[config.mk]
export PLATFORM = sky130hd
export DESIGN_NAME = rx_destuff
export DESIGN_NICKNAME = d
export VERILOG_FILES = /design/src/rtl/rx_destuff.sv
export SDC_FILE = /design/constraint.sdc
export NUM_CORES = 1
export LEC_CHECK = 0
export BUFFER_PORTS_ARGS = -buffer_cell sky130_fd_sc_hd__buf_2
export CORE_MARGIN = 3
export CORE_UTILIZATION = 46
export CTS_CLUSTER_DIAMETER = 80
export DETAILED_ROUTE_END_ITERATION = 10
export PLACE_DENSITY = 0.72
export SLEW_MARGIN = 20
export SYNTH_ARGS = -nofsm -noshare
export SYNTH_HDL_FRONTEND = slang
export SYNTH_SLANG_ARGS = --single-unit
[constraint.sdc]
create_clock -name clock -period 1.6 [get_ports clock]
set_input_delay 0 -clock clock [delete_from_list [all_inputs] [get_ports clock]]
set_output_delay 0 -clock clock [all_outputs]
set_load 0.02 [all_outputs]
[src/rtl/rx_destuff.sv]
// CAN receive bit destuffer: removes stuff bits, forwards data bits to the shift
// register, flags stuff errors and counts destuffed bits.
module rx_destuff #(
    parameter int unsigned STUFFLEN = 5,
    parameter int unsigned CNTW     = 7
) (
    input  logic            clock,
    input  logic            reset,
    input  logic            sample,
    input  logic            rxbit,
    input  logic            destuff_en,
    output logic            bitout,
    output logic            actvout,
    output logic            stuffbit,
    output logic            stufferr,
    output logic [CNTW-1:0] bitcnt
);

    localparam int unsigned RW = $clog2(STUFFLEN + 1);
    localparam logic [RW-1:0] RUN_MAX = RW'(STUFFLEN);
    localparam logic [RW-1:0] RUN_ONE = RW'(1);

    logic [RW-1:0] runlen;
    logic          lastbit;

    always_ff @(posedge clock) begin
        if (reset) begin
            bitout   <= 1'b1;
            actvout  <= 1'b0;
            stuffbit <= 1'b0;
            stufferr <= 1'b0;
            bitcnt   <= '0;
            runlen   <= '0;
            lastbit  <= 1'b1;
        end else if (!destuff_en) begin
            // bitout and lastbit hold; runlen=0 already discards the history
            actvout  <= 1'b0;
            stuffbit <= 1'b0;
            stufferr <= 1'b0;
            bitcnt   <= '0;
            runlen   <= '0;
        end else begin
            actvout  <= 1'b0;
            stuffbit <= 1'b0;
            if (sample && !stufferr) begin
                if (runlen == RUN_MAX) begin
                    if (rxbit != lastbit) begin
                        stuffbit <= 1'b1;
                        runlen   <= RUN_ONE;
                        lastbit  <= rxbit;
                    end else begin
                        stufferr <= 1'b1;
                    end
                end else begin
                    bitout  <= rxbit;
                    actvout <= 1'b1;
                    lastbit <= rxbit;
                    if (rxbit == lastbit && runlen != '0)
                        runlen <= runlen + RUN_ONE;
                    else
                        runlen <= RUN_ONE;
                    if (bitcnt != '1)
                        bitcnt <= bitcnt + 1'b1;
                end
            end
        end
    end

endmodule

# Word level (Yosys, flattened, before mapping)
# Cells that the tools add are included.
dict set report word_totals {
  mem_bits_rw 0
  inputBits 5
  n_memories 0
  latchBits 0
  register_bits 15
  elab_cells 37
  rom_bits 0
}
dict set report classes {
  n_div 0
  bitwise 4
  multipliers 0
  n_addsub 2
  n_shift 0
  n_lt_le_gt_ge 0
  n_mux 7
  n_eq_ne 5
  n_reduce_logical 12
}
# op count
set op_table {}
lappend op_table {{$reduce_and A3 Y1} 4}
lappend op_table {{$mux W3} 3}
lappend op_table {{$add A7 B1 Y7 const B} 1}
lappend op_table {{$ne A7 B7 Y1 const B} 1}
lappend op_table {{$mux W1} 4}
lappend op_table {{$not A1 Y1} 4}
lappend op_table {{$reduce_or A4 Y1} 1}
lappend op_table {{$add A3 B1 Y3 const B} 1}
lappend op_table {{$eq A3 B3 Y1 const B} 1}
lappend op_table {{$reduce_bool A3 Y1} 1}
lappend op_table {{$reduce_or A3 Y1} 1}
lappend op_table {{$logic_and A1 B1 Y1} 2}
lappend op_table {{$ne A2 B1 Y1 const B} 1}
lappend op_table {{$reduce_and A2 Y1} 1}
lappend op_table {{$reduce_or A2 Y1} 1}
lappend op_table {{$eq A1 B1 Y1} 1}
lappend op_table {{$logic_not A1 Y1} 1}
lappend op_table {{$ne A1 B1 Y1} 1}

# Longest topological paths before layout
dict set report depth {
  depth_word 4
  mapped_depth 6
  depth_no_buf 6
}

# Worst setup path before layout
# No wires, ideal clock.
dict set report synth_timing {
  path_kind {register to register}
  start {reg bitcnt[0]}
  end {reg bitcnt[5]}
  stages_incl_launch_ff 6
  required_time_ns 1.530
  arrival_time_ns 1.505
  setup_slack_ns 0.025
  path_cell_list {dfxtp_1 -> ha_1 -> nand3_2 -> o211ai_4 -> or4_1 -> a21oi_1}
}
dict set report synth_via {
  elab_chain_len 2
}
# element line_no
set synth_lines {}
lappend synth_lines {{from (decl)} 16} ;# output logic [CNTW-1:0] bitcnt
lappend synth_lines {{from (signal assigned)} 63} ;# bitcnt <= bitcnt + 1'b1;
lappend synth_lines {{parallel branches: the longest is 2 deep, another holds $add A7 B1 Y7} --}
# Several ways; the timed one is not identified.
# A chain may end at the register's enable or synchronous reset.

# Worst setup path after layout
dict set report layout_timing {
  start {reg runlen[0]}
  end {reg bitcnt[5]}
}
dict set report layout_via {
  elab_chain_len 3
}
# element line_no
set layout_lines {}
lappend layout_lines {{from (decl)} 23} ;# logic [RW-1:0] runlen;
lappend layout_lines {{from (signal assigned)} 59} ;# runlen <= runlen + RUN_ONE;
lappend layout_lines {{$eq A3 B3 Y1} 46} ;# if (runlen == RUN_MAX) begin
lappend layout_lines {{$not A1 Y1 (no source line)} --}
lappend layout_lines {{$reduce_and A3 Y1 (no source line)} --}
# No other way between the ends.

==> results by group <==
Global route
  • First-pass GRT wire length: 2390 µm
  • Initial antenna violation count: 0
  • Vias in the first global route: 562
  • Largest net degree at the start of global routing: 14
  • Total grt overflow: 0
  • Tot GR Track Use: 16.2%

Placed design
  • Port-buffer cells: 15
  • Hpwl dp: 973 µm
  • Placed cell area: 833 µm²
  • Placer Congestion: 0.741

Clock network
  • Clock Path Buffers: 2
  • Reg clk slew, reported paths: 0.09 ns
  • Clk_lat worst skew: 0.28 ns
  • Num CTS Buffers: 3
  • H-tree depth: 1
  • Root Driver: clkbuf_4
  • CTS Sinks: 15
  • CTS tree: done

Critical path
  • Arrival time at the worst endpoint: 1.71 ns
  • R2R Setup Slk: 0.11 ns
  • Setup crit end kind: register
  • Worst-path fanout max: 9
  • Crit start category: register
  • Slowest stage delay, CP: 0.50 ns
  • FF-to-FF End: bitcnt[5]$_SDFFE_PP0P_
  • Req. time, crit path: 1.82 ns
  • FF-to-FF Start: runlen[0]$_SDFFE_PP0P_
  • Critical-path top delay cell: or4_1
  • Worst reg2reg path depth: 5
  • Critical Path, Cell by Cell: ha_2, nand2_8, o211ai_4, or4_1, a21oi_1
  • Crit Path Category: register to register

Routing
  • Post-route ant nets: 0
  • DR iter-0 viols: 21
  • DRC: 0
  • DR pass1 iterations: 4
  • DR vias: 634
  • DR WL/cell: 12.4 µm
  • Vias/cell: 5.51
  • Post-Route WL: 1430 µm

STA
  • Setup TNS Final: 0 ns
  • Setup violations, final: 0
  • Worst slew margin: 65.3%
  • Final-report hold violation count: 0
  • Worst slew pin tran: 0.520 ns
  • Min Tclk post-route: 1.49 ns
  • Clk_skew: 0.0114 ns
  • RSZ-0062 raised after global routing: no
  • FMAX: 670 MHz
  • Tcrit/Tclk final: 93.3%
  • Slew Viols, Final: 0

Final layout
  • Share of cells above drive strength 1: 30.0%
  • Final nets: 110
  • Antenna Cells: 0
  • Util after Layout: 64.3%
  • FILL cells: 126
  • Area Growth Syn to Fin: 21.7%
  • Cell area after layout: 900 µm²

Yosys
  • Yosys warns: 0
  • Post-synth top area cell: dfxtp_1
  • Synth Register Bits: 15
  • Synth Flop Type: dfxtp_1
  • Most common cell in the netlist: dfxtp_1
  • Synth area leaders: dfxtp_1, ha_1, nor2_1, xor2_1, a21oi_1
  • Synth cell types: 29
  • Cell Area, Synth: 739 µm²
  • Synth top area share: 40.6%
  • EDFF count, synth: 0
  • Post-synthesis async set-or-reset flop share: 0%
  • Cell count after synthesis: 77
  • Syn_nets: 86
  • Mean post-synth cell area: 9.60 µm²
  • Post-synthesis sequential area ratio: 40.6%
  • Commonest cells in the netlist: dfxtp_1, nor2_1, a21oi_1, nand3_1

Worst hold path
  • Hold Path Depth: 2
  • Hold Path Class: input port to register
  • Worst hold path startpoint: destuff_en
  • Worst Hold End: lastbit$_SDFFE_PP1P_

Run
  • Max Cap Violations: 0

Floorplanning
  • Die height: 46.1 µm
  • Starting Density: 52.9%
  • Rows: 13
  • IO Pins: 16
  • CORE AREA: 1400 µm²
  • Die W: 46.1 µm
  • Die area: 2120 µm²

Power and ir drop
  • Peak VDD IR: 0.000524 V
  • Pleak: 0.000373 µW
  • Pwr dens: 750 nW/µm²

Status
  • Status: complete, no violations
[kinds of logic (layout without fill, tap and decap cells)]
logic type | Yosys count | in the layout | synth area share (%)
DFF | 15 | 15 | 40.6
AOI/OAI and AO/OA | 16 | 16 | 16.4
xor gates and xnor gates | 3 | 3 | 3.55
muxes | 2 | 2 | 2.71
and+or+nand+nor | 33 | 33 | 25.9
adders and majority gates | 4 | 4 | 6.77
buffers and inverters | 4 | 27 | 4.06
[critical path, delay by kind of cell (launching register included)]
family / cells / cell delay, ns
AND/OR/NAND/NOR: 2 / 0.61
AO/OA/AOI/OAI: 2 / 0.22
adder cells (fa/ha/maj): 1 / 0.24
flip-flops: 1 / 0.36
[cell type report]
type	count	area, µm²	area share [%]
Multi-Input combinational cell	58	417	46.3
Tap cell	15	18.8	2.09
Inverter	2	7.51	0.834
Clock buffer	4	26.3	2.92
Timing Repair Buffer	21	128	14.2
Sequential cell	15	303	33.7
[flip-flops by register name, summed over array words and instances (netlist names)]
name	count
bitcnt	7
lastbit	1
runlen	3
bitout	1
stuffbit	1
stufferr	1
actvout	1
[worst max-delay path by stage]
stage / slack, ns / from / endpoint / cells past startpoint
2_1_floorplan: 0.03 / bitcnt[0]$_SDFFE_PP0P_ / bitcnt[5]$_SDFFE_PP0P_ / 5
3_3_place_gp: 0.06 / runlen[1]$_SDFFE_PP0P_ / bitcnt[5]$_SDFFE_PP0P_ / 6
3_5_place_dp: 0.02 / runlen[1]$_SDFFE_PP0P_ / bitcnt[3]$_SDFFE_PP0P_ / 7
4_1_cts: 0.007 / runlen[1]$_SDFFE_PP0P_ / bitcnt[3]$_SDFFE_PP0P_ / 7
5_1_grt: 0.02 / runlen[1]$_SDFFE_PP0P_ / bitcnt[3]$_SDFFE_PP0P_ / 7
6_report: 0.11 / runlen[0]$_SDFFE_PP0P_ / bitcnt[5]$_SDFFE_PP0P_ / 5
[through the flow]
stage	hold slack, ns	instances	power [µW]	worst slack, ns
after floorplan	0.101	77	443	0.0250
after global placement	0.213	108	461	0.0554
after detailed placement	0.217	108	463	0.0171
after CTS	0.00506	115	677	0.00676
after global routing	0.00613	115	720	0.0172
final	0.0167	115	675	0.107
[timing repair]
action                                 in CTS  in global routing
buffers inserted                            0                  0
setup endpoints to repair                   0                  5
gates resized for setup                     0                  4
hold buffers                                3                  0
endpoints found under the hold margin       3                  0
[per-layer routing]
layer | up-vias | track usage (%) | part of all wire, %
met5 | - | 0 | 0
met4 | 0 | 5.11 | 0.84
met1 | 292 | 20.6 | 48
met2 | 17 | 24.5 | 45
met3 | 2 | 7.03 | 6.2
li1 | 323 | - | -
[where the power goes]
| part | total, µW | switching [µW] | internal, µW |
|---|---|---|---|
| Combinational | 76.9 | 42.4 | 34.5 |
| Sequential | 385 | 4.63 | 380 |
| Clock | 213 | 116 | 96.8 |
[placed cells by master, fill, tap and decap left out, drive strengths merged, types with 3 or more instances in the layout]
cell | Yosys | routed
a21oi | 5 | 5
buf | 2 | 18
clkbuf | 0 | 4
dfxtp | 15 | 15
dlygate4sd3 | 0 | 3
ha | 4 | 4
nand2 | 5 | 5
nand2b | 3 | 3
nand3 | 6 | 6
nor2 | 9 | 9
nor3 | 3 | 3
xor2 | 3 | 3
No activity file was read; power rests on OpenSTA's default activity.
